## src/rtl/spi_pkg.sv

```systemverilog
// Shared SPI definitions: slave FSM states, idle fill byte and mode encodings.
package spi_pkg;

  typedef enum logic [1:0] {
    ST_IDLE   = 2'd0,
    ST_ACTIVE = 2'd1,
    ST_END    = 2'd2
  } spi_state_t;

  localparam logic [7:0] IDLE_BYTE = 8'hFF;

  // Mode encoding is {CPOL, CPHA}
  localparam logic [1:0] SPI_MODE_0 = 2'b00;
  localparam logic [1:0] SPI_MODE_1 = 2'b01;
  localparam logic [1:0] SPI_MODE_2 = 2'b10;
  localparam logic [1:0] SPI_MODE_3 = 2'b11;

endpackage

```

## src/rtl/spi_fwft_fifo.sv

```systemverilog
// Synchronous first-word fall-through FIFO; head reads as zero while empty.
module spi_fwft_fifo #(
  parameter int unsigned DEPTH = 16,
  parameter int unsigned WIDTH = 8
) (
  input  logic             clk,
  input  logic             rst_n,
  input  logic             wr_en,
  input  logic [WIDTH-1:0] wr_data,
  input  logic             rd_en,
  output logic [WIDTH-1:0] rd_data,
  output logic             full,
  output logic             empty
);

  localparam int unsigned AW = (DEPTH > 1) ? $clog2(DEPTH) : 1;

  logic [WIDTH-1:0] mem [DEPTH];
  logic [AW-1:0]    wr_ptr;
  logic [AW-1:0]    rd_ptr;
  logic [AW:0]      count;
  logic             do_wr;
  logic             do_rd;

  assign full    = (count == (AW+1)'(DEPTH));
  assign empty   = (count == '0);
  assign do_rd   = rd_en && !empty;
  // A pop in the same cycle frees the slot, so a write at full still lands
  assign do_wr   = wr_en && (!full || do_rd);
  assign rd_data = empty ? '0 : mem[rd_ptr];

  always_ff @(posedge clk) begin
    if (!rst_n) begin
      wr_ptr <= '0;
      rd_ptr <= '0;
      count  <= '0;
    end else begin
      if (do_wr) wr_ptr <= wr_ptr + 1'b1;
      if (do_rd) rd_ptr <= rd_ptr + 1'b1;
      case ({do_wr, do_rd})
        2'b10:   count <= count + 1'b1;
        2'b01:   count <= count - 1'b1;
        default: count <= count;
      endcase
    end
  end

  always_ff @(posedge clk) begin
    if (do_wr) mem[wr_ptr] <= wr_data;
  end

endmodule

```

## src/rtl/spi_slave_fifo.sv

```systemverilog
// SPI slave with TX/RX byte FIFOs, all four CPOL/CPHA modes, oversampled in
// the system clock domain.
module spi_slave_fifo
  import spi_pkg::*;
#(
  parameter int unsigned FIFO_DEPTH  = 16,
  parameter int unsigned SYNC_STAGES = 2
) (
  input  logic       i_Clk,
  input  logic       i_Rst_L,
  input  logic       SPI_CLK,
  input  logic       SPI_CS_N,
  input  logic       SPI_MOSI,
  output logic       SPI_MISO,
  output logic       o_MISO_OE,
  input  logic       CPOL,
  input  logic       CPHA,
  input  logic [7:0] i_TX_Byte,
  input  logic       i_TX_Wr_En,
  output logic       o_TX_Full,
  output logic [7:0] o_RX_Byte,
  input  logic       i_RX_Rd_En,
  output logic       o_RX_Empty,
  output logic       o_Busy,
  output logic       o_Frame_Done,
  output logic       o_RX_Overflow,
  output logic       o_TX_Underrun,
  input  logic       i_Clr_Err
);

  logic [SYNC_STAGES-1:0] sclk_sync, cs_sync, mosi_sync;
  logic       sclk_q, cs_q;
  logic       sclk_s, cs_s, mosi_s;
  spi_state_t state, state_d;
  logic       cpol_q, cpha_q;
  logic [2:0] bit_cnt;
  logic [6:0] rx_shift;
  logic [7:0] tx_shift;
  logic       lead, trail, in_frame, sample_evt, shift_evt, cs_fall;
  logic       tx_pop, rx_push, tx_empty, rx_full;
  logic [7:0] tx_head, peek;

  assign sclk_s = sclk_sync[SYNC_STAGES-1];
  assign cs_s   = cs_sync[SYNC_STAGES-1];
  assign mosi_s = mosi_sync[SYNC_STAGES-1];

  always_ff @(posedge i_Clk) begin
    if (!i_Rst_L) begin
      sclk_sync <= '0;
      cs_sync   <= '1;
      mosi_sync <= '0;
      sclk_q    <= 1'b0;
      cs_q      <= 1'b1;
    end else begin
      sclk_sync <= {sclk_sync[SYNC_STAGES-2:0], SPI_CLK};
      cs_sync   <= {cs_sync[SYNC_STAGES-2:0], SPI_CS_N};
      mosi_sync <= {mosi_sync[SYNC_STAGES-2:0], SPI_MOSI};
      sclk_q    <= sclk_s;
      cs_q      <= cs_s;
    end
  end

  assign cs_fall    = cs_q && !cs_s;
  assign lead       = cpol_q ? (sclk_q && !sclk_s) : (!sclk_q && sclk_s);
  assign trail      = cpol_q ? (!sclk_q && sclk_s) : (sclk_q && !sclk_s);
  assign in_frame   = (state == ST_ACTIVE) && !cs_s;
  assign sample_evt = in_frame && (cpha_q ? trail : lead);
  assign shift_evt  = in_frame && (cpha_q ? lead : trail);
  assign tx_pop     = sample_evt && (bit_cnt == 3'd0);
  assign rx_push    = sample_evt && (bit_cnt == 3'd7);
  assign peek       = tx_empty ? IDLE_BYTE : tx_head;

  always_ff @(posedge i_Clk) begin
    if (!i_Rst_L) state <= ST_IDLE;
    else          state <= state_d;
  end

  always_comb begin
    state_d = state;
    case (state)
      ST_IDLE:   if (cs_fall) state_d = ST_ACTIVE;
      ST_ACTIVE: if (cs_s)    state_d = ST_END;
      ST_END:    state_d = ST_IDLE;
      default:   state_d = ST_IDLE;
    endcase
  end

  assign o_Busy       = (state == ST_ACTIVE);
  assign o_Frame_Done = (state == ST_END);
  assign o_MISO_OE    = !cs_s;

  always_ff @(posedge i_Clk) begin
    if (!i_Rst_L) begin
      cpol_q        <= 1'b0;
      cpha_q        <= 1'b0;
      bit_cnt       <= '0;
      rx_shift      <= '0;
      tx_shift      <= IDLE_BYTE;
      SPI_MISO      <= 1'b1;
      o_RX_Overflow <= 1'b0;
      o_TX_Underrun <= 1'b0;
    end else begin
      if (state == ST_IDLE && cs_fall) begin
        cpol_q  <= CPOL;
        cpha_q  <= CPHA;
        bit_cnt <= '0;
        if (!CPHA) SPI_MISO <= peek[7];
      end
      if (sample_evt) begin
        bit_cnt  <= bit_cnt + 1'b1;
        rx_shift <= {rx_shift[5:0], mosi_s};
        if (tx_pop) tx_shift <= peek;
      end
      // Byte boundary shows the not-yet-committed head so no pop happens
      // unless another sample edge follows
      if (shift_evt)
        SPI_MISO <= (bit_cnt == 3'd0) ? peek[7] : tx_shift[3'd7 - bit_cnt];
      if (state == ST_END) begin
        bit_cnt  <= '0;
        SPI_MISO <= 1'b1;
      end
      if (i_Clr_Err) begin
        o_RX_Overflow <= 1'b0;
        o_TX_Underrun <= 1'b0;
      end else begin
        if (rx_push && rx_full && !i_RX_Rd_En) o_RX_Overflow <= 1'b1;
        if (tx_pop && tx_empty)                o_TX_Underrun <= 1'b1;
      end
    end
  end

  spi_fwft_fifo #(.DEPTH(FIFO_DEPTH), .WIDTH(8)) u_tx_fifo (
    .clk     (i_Clk),
    .rst_n   (i_Rst_L),
    .wr_en   (i_TX_Wr_En),
    .wr_data (i_TX_Byte),
    .rd_en   (tx_pop),
    .rd_data (tx_head),
    .full    (o_TX_Full),
    .empty   (tx_empty)
  );

  spi_fwft_fifo #(.DEPTH(FIFO_DEPTH), .WIDTH(8)) u_rx_fifo (
    .clk     (i_Clk),
    .rst_n   (i_Rst_L),
    .wr_en   (rx_push),
    .wr_data ({rx_shift, mosi_s}),
    .rd_en   (i_RX_Rd_En),
    .rd_data (o_RX_Byte),
    .full    (rx_full),
    .empty   (o_RX_Empty)
  );

endmodule
```

## config.mk

```make
export PLATFORM = sky130hd
export DESIGN_NAME = spi_slave_fifo
export DESIGN_NICKNAME = d
export VERILOG_FILES = /design/src/rtl/spi_pkg.sv /design/src/rtl/spi_fwft_fifo.sv /design/src/rtl/spi_slave_fifo.sv
export SDC_FILE = /design/constraint.sdc
export NUM_CORES = 1
export LEC_CHECK = 0
export CAP_MARGIN = 20
export CORE_MARGIN = 2
export CORE_UTILIZATION = 44
export CTS_CLUSTER_SIZE = 10
export DETAILED_ROUTE_END_ITERATION = 10
export DONT_BUFFER_PORTS = 1
export GPL_ROUTABILITY_DRIVEN = 0
export PLACE_DENSITY_LB_ADDON = 0.15
export SYNTH_ARGS = -nofsm -noshare
export SYNTH_HDL_FRONTEND = slang
export SYNTH_HIERARCHICAL = 1
export SYNTH_SLANG_ARGS = --single-unit
```

## constraint.sdc

```tcl
create_clock -name i_Clk -period 3 [get_ports i_Clk]
set_input_delay 0.6 -clock i_Clk [delete_from_list [all_inputs] [get_ports i_Clk]]
set_output_delay 0.6 -clock i_Clk [all_outputs]
set_load 0.005 [all_outputs]
```

## Yosys cells after proc, flatten, opt, wreduce, memory -nomap -nowiden

Memory sizes are Yosys's and may differ from the RTL's. A register that Yosys moved wholly into a read port is not among the register bits.
Cells that the tools add are included.

| storage, ports and cells | value |
|---|---|
| register bits after elaboration | 59 |
| memory bits (writable) | 256 |
| bits of input ports | 18 |
| logic and storage cells | 112 |
| memories kept | 2 |

| operators by class | value |
|---|---|
| add/sub/neg operators | 10 |
| order comparisons | 1 |
| eq/ne operators | 12 |
| mux-type cells | 27 |
| bitwise gates (word level) | 1 |
| reduce and logical (&&, ||, !) cells | 39 |

Memory list:

| memory | depth | bits a word | rd ports | clocked after Yosys merged registers in | wr ports | line | text |
|---|---|---|---|---|---|---|---|
| u_rx_fifo.mem | 16 | 8 | 1 | 1 | 1 | spi_fwft_fifo.sv:18 | `logic [WIDTH-1:0] mem [DEPTH];` |
| u_tx_fifo.mem | 16 | 8 | 1 | 1 | 1 | spi_fwft_fifo.sv:18 |  |

Operators with widths:

| operator | count |
|---|---|
| 5-bit one-hot mux with 2 select lines | 2 |
| 4-bit by 1-bit adder with 4-bit output, second input constant | 4 |
| 1-bit logical AND | 16 |
| 4-bit two-way mux | 4 |
| 8-bit two-way mux | 2 |
| 1-bit two-way mux | 13 |
| 5-bit by 1-bit adder with 5-bit output, second input constant | 2 |
| 5-bit == test, second input constant | 2 |
| 5-bit logical NOT | 2 |
| 5-bit by 1-bit subtractor with 5-bit output, second input constant | 2 |
| 1-bit logical NOT | 8 |
| 2-bit nonzero test | 4 |
| 2-bit by 1-bit == test with 1-bit output, second input constant | 3 |
| 2-bit == test, second input constant | 3 |
| 3-bit two-way mux | 2 |
| 2-bit AND reduction | 3 |
| 3-bit by 4-bit < comparator with 1-bit output, second input constant | 1 |
| 2-bit two-way mux | 2 |
| 2-bit by 1-bit inequality test with 1-bit output, second input constant | 2 |
| 2-bit one-hot mux with 2 select lines | 1 |
| 2-bit OR reduction | 2 |
| 3-bit by 1-bit adder with 3-bit output, second input constant | 1 |
| 1-bit binary-select mux with 3-bit select | 1 |
| 3-bit == test, second input constant | 1 |
| other kinds (6) | 7 |

## Longest topological paths before layout

Gate-level depths: netlist of run 1.

| depth | value |
|---|---|
| depth in word-level cells | 11 |
| depth in mapped cells | 13 |
| depth with buffers taken out | 12 |

## By module

The synthesis of run 1 kept the hierarchy.

Modules (own cells, without submodules):

| module | instances | cells each | area each (sq um) | sequential area each (sq um) |
|---|---|---|---|---|
| spi_fwft_fifo | 2 | 330 | 5995.8 | 4184.0 |
| spi_slave_fifo | 1 | 156 | 1422.6 | 660.6 |

## Worst setup path before layout of run 1

OpenSTA, ideal clock, no wires.

| timing path | value |
|---|---|
| path kind | reg2reg |
| from | register cpol_q |
| to | register u_rx_fifo.count[4] |
| arrival | 2952 ps |
| required time | 2936 ps |
| slack | -16 ps |
| stages on the path, launching flop included | 14 |
| path buffers | 2 |
| cells stage by stage | dfxtp_1 > xor2_1 > mux2_2 > buf_2 > and3_1 > clkbuf_1 > nor2b_1 > o21ai_4 > inv_2 > ha_1 > nand2b_1 > a21oi_1 > or4_1 > nand4_1 |

| on the way | value |
|---|---|
| cells in the longest elaborated chain, start to end | 7 |
| elaborated cells between the ends (all ways) | 10 |

RTL lines:

| element | line | text |
|---|---|---|
| from (decl) | spi_slave_fifo.sv:35 | `logic cpol_q, cpha_q;` |
| from (signal assigned) | spi_slave_fifo.sv:94 | `cpol_q <= 1'b0;` |
| from (signal assigned) | spi_slave_fifo.sv:104 | `cpol_q <= CPOL;` |
| 1-bit two-way mux, on equally long branches | spi_slave_fifo.sv:64, spi_slave_fifo.sv:65 |  |
| 1-bit two-way mux * | spi_slave_fifo.sv:67 | `assign sample_evt = in_frame && (cpha_q ? trail : lead);` |
| 1-bit logical AND * | spi_slave_fifo.sv:67 |  |
| 1-bit logical AND * | spi_slave_fifo.sv:70 | `assign rx_push = sample_evt && (bit_cnt == 3'd7);` |
| net rx_push | spi_slave_fifo.sv:40 | `logic tx_pop, rx_push, tx_empty, rx_full;` |
| 1-bit logical AND * | spi_fwft_fifo.sv:29 | `assign do_wr = wr_en && (!full \|\| do_rd);` |
| 2-bit by 1-bit == test with 1-bit output / 2-bit == test (equally long branches) | spi_fwft_fifo.sv:40 | `case ({do_wr, do_rd})` |
| 5-bit one-hot mux with 2 select lines / 2-bit nonzero test (equally long branches) | - |  |
| to (signal assigned) | spi_fwft_fifo.sv:41 | `2'b10: count <= count + 1'b1;` |
| to (signal assigned) | spi_fwft_fifo.sv:42 | `2'b01: count <= count - 1'b1;` |
| to (signal assigned) | spi_fwft_fifo.sv:43 | `default: count <= count;` |
| to (decl) | spi_fwft_fifo.sv:21 | `logic [AW:0] count;` |

Mark *: on every way through the listed nets, which the timed path passes. The rest lies on a longest branch.
A chain may end at the register's enable or synchronous reset.

==> run summary, run 1 <==
Cells after synthesis - 816
Htree depth - 2
Initial antenna violation count - 0
CTS tree - built
Drt drc - 0
Top post-synthesis cells by area - edfxtp_1, mux4_2, dfxtp_1
Yosys cell types - 50
Total Wirelength - 26680 um
Placed cells - 1176
First-pass GRT wire length - 42300 um
Synth area leader - edfxtp_1
Layout net count - 866
Root buf cell - clkbuf_16
Period utilization - 95.28%
Row Count - 63
Routed Antenna Nets - 0
Port bufs - 0
Share of layout cells above drive strength 1 - 17.50%
Crit. End Element - output port
Die Width - 178.6 um
Top FF cell, synth - edfxtp_1
Relative slew slack - 49.92%
Final Hold Viols - 0
Vias in the first global route - 7432
Seq cells post-synth - 323
Placement Cell Area - 13850 um2
Crit path required time - 2.40 ns
Post-route cell area - 15000 um2
Pwr dens - 613.1 nW/um2
Worst hold slack - 0.1585 ns
FFs w/ async S/R, synth - 0%
Cell area after synthesis - 13410 um2
Max-slew violations - 0
Post-synth EDFFs - 256
Hold_buf cts - 0
Gr ovfl total - 0
Clk buf depth - 3
Reg clk slew, reported paths - 0.05 ns
Core Footprint - 29800 um2
Pre-CTS setup slack - 0.2199 ns
Area grow syn2layout - 11.86%
Register area share after synthesis - 67.31%
Top cells by count, synth - edfxtp_1, dfxtp_1, mux4_2
Fmax - 349.8 MHz
Die extent in y - 178.6 um
Fillers - 2468
Max Cap Violations - 0
Detailed placement HPWL - 17140 um
Static Leak - 4.781 nW
Fin Setup TNS - 0 ns
Die area - 31900 um2
Postcts setup bufs - 0
Crit path max fanout - 16
Status - finished clean
Crit path arrival time - 2.26 ns
Starting DRT DRC Count - 456
Clock Sink Count - 323
Crit path kind - flop to output port
Via count - 6990
Worst setup SP type - flop
GR Util All Layers - 17.61%
Min-delay worst type - input pin to flop
Syn Nets - 855
1st-pass router iterations - 5
VDD IR-drop max - 0.4502 mV
Resized Gates After CTS - 0
CTS buffer count - 38
DR vias/cell - 5.605
Largest net degree at the start of global routing - 62
# IOs - 34
RSZ-0062 raised after global routing - false
Yosys warning total - 6
Post-Layout Cell Count - 1247
Clock Latency Late Sink - 0.52 ns
Syn_area_per_cell - 16.44 um2
Area share of the largest cell type after synthesis - 57.31%
Final worst slack - 0.1415 ns
Final Skew - 0.02040 ns
Fin crit period - 2.859 ns
DR WL/cell - 21.39 um
Final setup viols - 0
Worst-Margin Slew - 0.7501 ns
Most frequent cell after synthesis - edfxtp_1
Ant. Diodes - 0
Initial Util - 45.02%
-- routing by layer --
layer  vias up  global-route usage [%]  part of all wire [%]
met5         -                       0                     0
met4         0                   6.301                   3.2
met3        54                   3.218                   4.6
met2       159                   31.29                    51
met1      3548                   21.45                    41
li1       3229                       -                     -
-- metrics by stage --
stage | utilization (%) | power, mW
after CTS | 50.25 | 9.313
after floorplan | - | 5.098
after global placement | 46.48 | 5.142
final | 50.36 | 9.199
after global routing | 50.36 | 9.524
after detailed placement | 46.48 | 5.150
-- final cells by class --
class | instances | area (um2) | share of cell area (%)
sequential | 323 | 9031 | 60.19
clock inverter | 2 | 28.78 | 0.1918
multi-input combinational | 425 | 4086 | 27.23
inverter | 16 | 60.06 | 0.4003
tap | 390 | 488.0 | 3.252
clock buffer | 68 | 1095 | 7.297
timing repair buffer | 23 | 215.2 | 1.434
-- critical path, stage by stage, from the launching register on --
cell and delay (ns):
dfxtp_2 0.40, buf_12 0.20, mux4_2 0.53, nor2b_1 0.16, a211oi_1 0.29, a211oi_1 0.15
-- cell families (layout without fill, tap and decap cells) --
kind of cell	Yosys count	count (layout)	synth area share [%]
buffers and inverters	68	109	2.323
multiplexers	100	100	13.53
XOR/XNOR	9	9	0.5877
adder cells (fa/ha/maj)	21	21	2.071
AND/OR/NAND/NOR	181	181	7.639
AO/OA/AOI/OAI	114	114	6.538
flip-flops	323	323	67.31
-- layout by cell type, fill, tap and decap left out, types with 7 or more instances in the layout --
master,synthesis,layout
a211oi_1,34,34
a21oi_1,17,17
a311oi_1,8,8
a31oi_1,7,7
and2_1,40,40
and3_1,10,10
buf_4,4,20
clkbuf_1,25,28
clkbuf_16,0,40
dfxtp_1,67,65
edfxtp_1,256,256
ha_1,19,19
inv_1,14,14
mux2i_1,34,34
mux4_2,65,65
nand2_1,18,18
nand2b_1,14,14
nand3_1,17,17
nor2_1,21,21
nor2b_1,27,27
nor3_1,8,8
o211ai_1,9,9
o21ai_0,14,14
xnor2_1,8,8
-- path summary, 6_finish.rpt --
check / start / end / slack, ns / cells past startpoint
setup reg to reg: cpha_q / u_rx_fifo/count[4] / 0.22 / 11
hold reg to reg: cs_sync[0] / cs_sync[1] / 0.40 / 1
setup / recovery: flop / o_RX_Byte[3] / 0.14 / 5
hold / removal: i_Clr_Err / o_RX_Overflow / 0.16 / 1
-- power breakdown --
group / leakage, nW / internal [mW] / total [mW] / switching [mW]
sequential: 2.86 / 4.84 / 4.86 / 0.0202
clock: 0.535 / 2.47 / 4.14 / 1.68
combinational: 1.39 / 0.0779 / 0.194 / 0.117
total: 4.78 / 7.39 / 9.20 / 1.81
-- flip-flops by register name, indices dropped and copies added, names as in the netlist, 3 cells and up, named ones only --
| register | count |
|---|---|
| u_rx_fifo/mem | 128 |
| u_tx_fifo/mem | 128 |
| tx_shift | 8 |
| rx_shift | 7 |
| u_rx_fifo/count | 5 |
| u_tx_fifo/count | 5 |
| u_rx_fifo/rd_ptr | 4 |
| u_rx_fifo/wr_ptr | 4 |
| u_tx_fifo/rd_ptr | 4 |
| u_tx_fifo/wr_ptr | 4 |
| bit_cnt | 3 |
No activity file was read; power rests on OpenSTA's default activity.
==> run 2, diff against run 1 <==
CORE_UTILIZATION = 40   (was 44)
CTS_CLUSTER_DIAMETER = 200   (was unset)
clock period = 2.6 ns   (was 3 ns; I/O delays follow)
==> run summary, run 2 (synthesis gave the netlist of run 1 again) <==
Clk buf depth - 3 (unchanged)
R2r startpoint - cpol_q
Reg clk slew, reported paths - 0.06 ns (about the same)
CTS buffer count - 38 (unchanged)
DR vias/cell - 5.453 (-2.7%)
Crit path max fanout - 7 (-9)
Clock Latency Late Sink - 0.52 ns (about the same)
Gr ovfl total - 0 (unchanged)
Switching part of the total power - 19.81% (+0.11 points)
Worst reg-to-reg path cell count - 10 (-1)
CP cell instances - buf_12 -> mux4_2 -> nor2b_4 -> a211oi_2 -> a211oi_2
Top flop regs - u_rx_fifo/mem: 128 flops, u_tx_fifo/mem: 128 flops, tx_shift: 8 flops
Max Cap Violations - 0 (unchanged)
WHS Endpoint - o_RX_Overflow
Fin crit period - 2.571 ns
Most frequent CP cell - a211oi_2
Ant. Diodes - 0 (unchanged)
Vias in the first global route - 7621 (+2.5%)
Root buf cell - clkbuf_16
Hold_buf cts - 0 (unchanged)
Status - finished clean
# IOs - 34 (unchanged)
Period utilization - 98.87%
CP Buf/Inv Count - 1 (unchanged)
Combinational share of power - 2.5% (+0.4 points)
Worst R2R Setup Slack - 0.09 ns (-0.13 ns)
CTS tree - built
Initial Util - 40.31% (-4.7 points)
GR Util All Layers - 16.71% (-0.90 points)
Slowest stage cell on the critical path - mux4_2
Routed Antenna Nets - 0 (unchanged)
Utilization after layout - 47.26% (-3.1 points)
Total Wirelength - 29040 um (+8.8%)
Static Leak - 5.063 nW (+5.9%)
Drt drc - 0 (unchanged)
Worst setup SP type - flop
Worst-Margin Slew - 0.8242 ns (+0.07408 ns)
Starting DRT DRC Count - 397 (-13%)
Internal power - 8.357 mW (+13%)
Crit path required time - 2.08 ns (-0.32 ns)
Hold path depth - 1 (unchanged)
Htree depth - 2 (unchanged)
Max-slew violations - 0 (unchanged)
Final Hold Viols - 0 (unchanged)
Crit. End Element - output port
Share of layout cells above drive strength 1 - 26.48% (+9.0 points)
DR WL/cell - 21.87 um (+2.2%)
Layout net count - 906 (+4.6%)
Most common cell after layout, fill and taps aside - edfxtp_1
Seq. cell area - 9042 um2 (+0.12%)
1st-pass router iterations - 6 (+1)
Clock Sink Count - 323 (unchanged)
Family with the most delay on the worst path - multiplexers
Power consumption - 10.42 mW (+13%)
Final Skew - 0.01902 ns (-0.001382 ns)
Relative slew slack - 44.98% (-4.9 points)
Largest net degree at the start of global routing - 62 (unchanged)
Psw - 2.065 mW (+14%)
Max incr delay on CP - 0.49 ns (-0.04 ns)
Clk pwr share - 43.7% (-1.3 points)
Crit path arrival time - 2.05 ns (-0.21 ns)
Area grow syn2layout - 17.27%
Min-delay worst type - input pin to flop
Core Footprint - 33280 um2 (+12%)
Fillers - 2811 (+14%)
Initial antenna violation count - 0 (unchanged)
VDD IR-drop max - 0.4230 mV (-6.0%)
First-pass GRT wire length - 44950 um (+6.2%)
Seq pwr share - 53.8% (+1.0 points)
Worst hold start - i_Clr_Err
Final setup viols - 0 (unchanged)
Most frequent cells in the layout - edfxtp_1, mux4_2, dfxtp_1
Crit path kind - flop to output port
Via count - 7241 (+3.6%)
Fin Setup TNS - 0 ns (unchanged)
RSZ-0062 raised after global routing - true
Die extent in y - 187.1 um (+4.8%)
Reg2reg end - u_rx_fifo/count[4]
Die Width - 187.1 um (+4.8%)
Pwr dens - 662.5 nW/um2 (+8.1%)
Die area - 35020 um2 (+9.8%)
Detailed placement HPWL - 18760 um (+9.4%)
Port bufs - 0 (unchanged)
Fmax - 389.0 MHz
Row Count - 67 (+6.3%)
Multi-input logic area - 4299 um2 (+5.2%)
run 2: cell count changes in the layout (fill, tap and decap cells not counted), sizes merged:
| cell | previous run | this run |
|---|---|---|
| bufbuf | 0 | 2 |
| inv | 18 | 19 |
| buf | 22 | 61 |
| clkbuf | 69 | 49 |
| clkinv | 0 | 1 |
run 2: what timing repair did:
item / 4_1_cts / 5_1_grt
setup endpoints to repair: 10 / 152
resized for setup: 22 / 25
gates cloned: 4 / 0
pin swaps: 8 / 7
buffers inserted: 5 / 6
run 2: worst max path at each step:
stage	startpoint	endpoint	slack (ns)	cells past startpoint
6_report	flop	o_RX_Byte[3]	0.03	5
5_1_grt	flop	o_RX_Byte[3]	-0.05	5
4_1_cts	flop	o_RX_Byte[5]	-0.01	5
3_5_place_dp	cpha_q	u_rx_fifo/count[3]	0.007	11
3_3_place_gp	cpol_q	u_tx_fifo/count[4]	0.11	11
2_1_floorplan	cpol_q	u_rx_fifo/count[4]	0.003	13
run 2: power groups by stage:
stage,clock network [mW],logic [mW],registers (mW)
2_1_floorplan,0,0.181,5.70
3_3_place_gp,0,0.255,5.71
3_5_place_dp,0,0.260,5.72
4_1_cts,4.68,0.261,5.61
5_1_grt,4.90,0.283,5.61
6_report,4.55,0.261,5.61
run 2: per-stage QoR:
step	cell area [um2]	cells	worst slack, ns	hold slack, ns
after CTS	15610	1322	-0.01081	0.04777
after global routing	15730	1328	-0.05160	0.04567
after floorplan	13530	816	0.003238	0.3863
after global placement	14320	1260	0.1097	0.3913
after detailed placement	14320	1260	0.007363	0.4099
final	15730	1328	0.02948	0.07083
run 2: routing by layer:
metal | GRT usage [%] | routed length [um] | up-vias
met1 | 20.68 | 12200 | 3753
met2 | 30.04 | 15200 | 142
met3 | 3.077 | 1067 | 40
met5 | 0 | 0 | -
li1 | - | - | 3306
met4 | 4.518 | 569 | 0
run 2: area by class of cell:
type | instances | share of cell area [%]
Tap cell | 448 | 3.563
Timing Repair Buffer | 63 | 4.629
Sequential cell | 323 | 57.48
Clock inverter | 4 | 0.2704
Inverter | 16 | 0.4136
Clock buffer | 49 | 6.308
Multi-Input combinational cell | 425 | 27.33
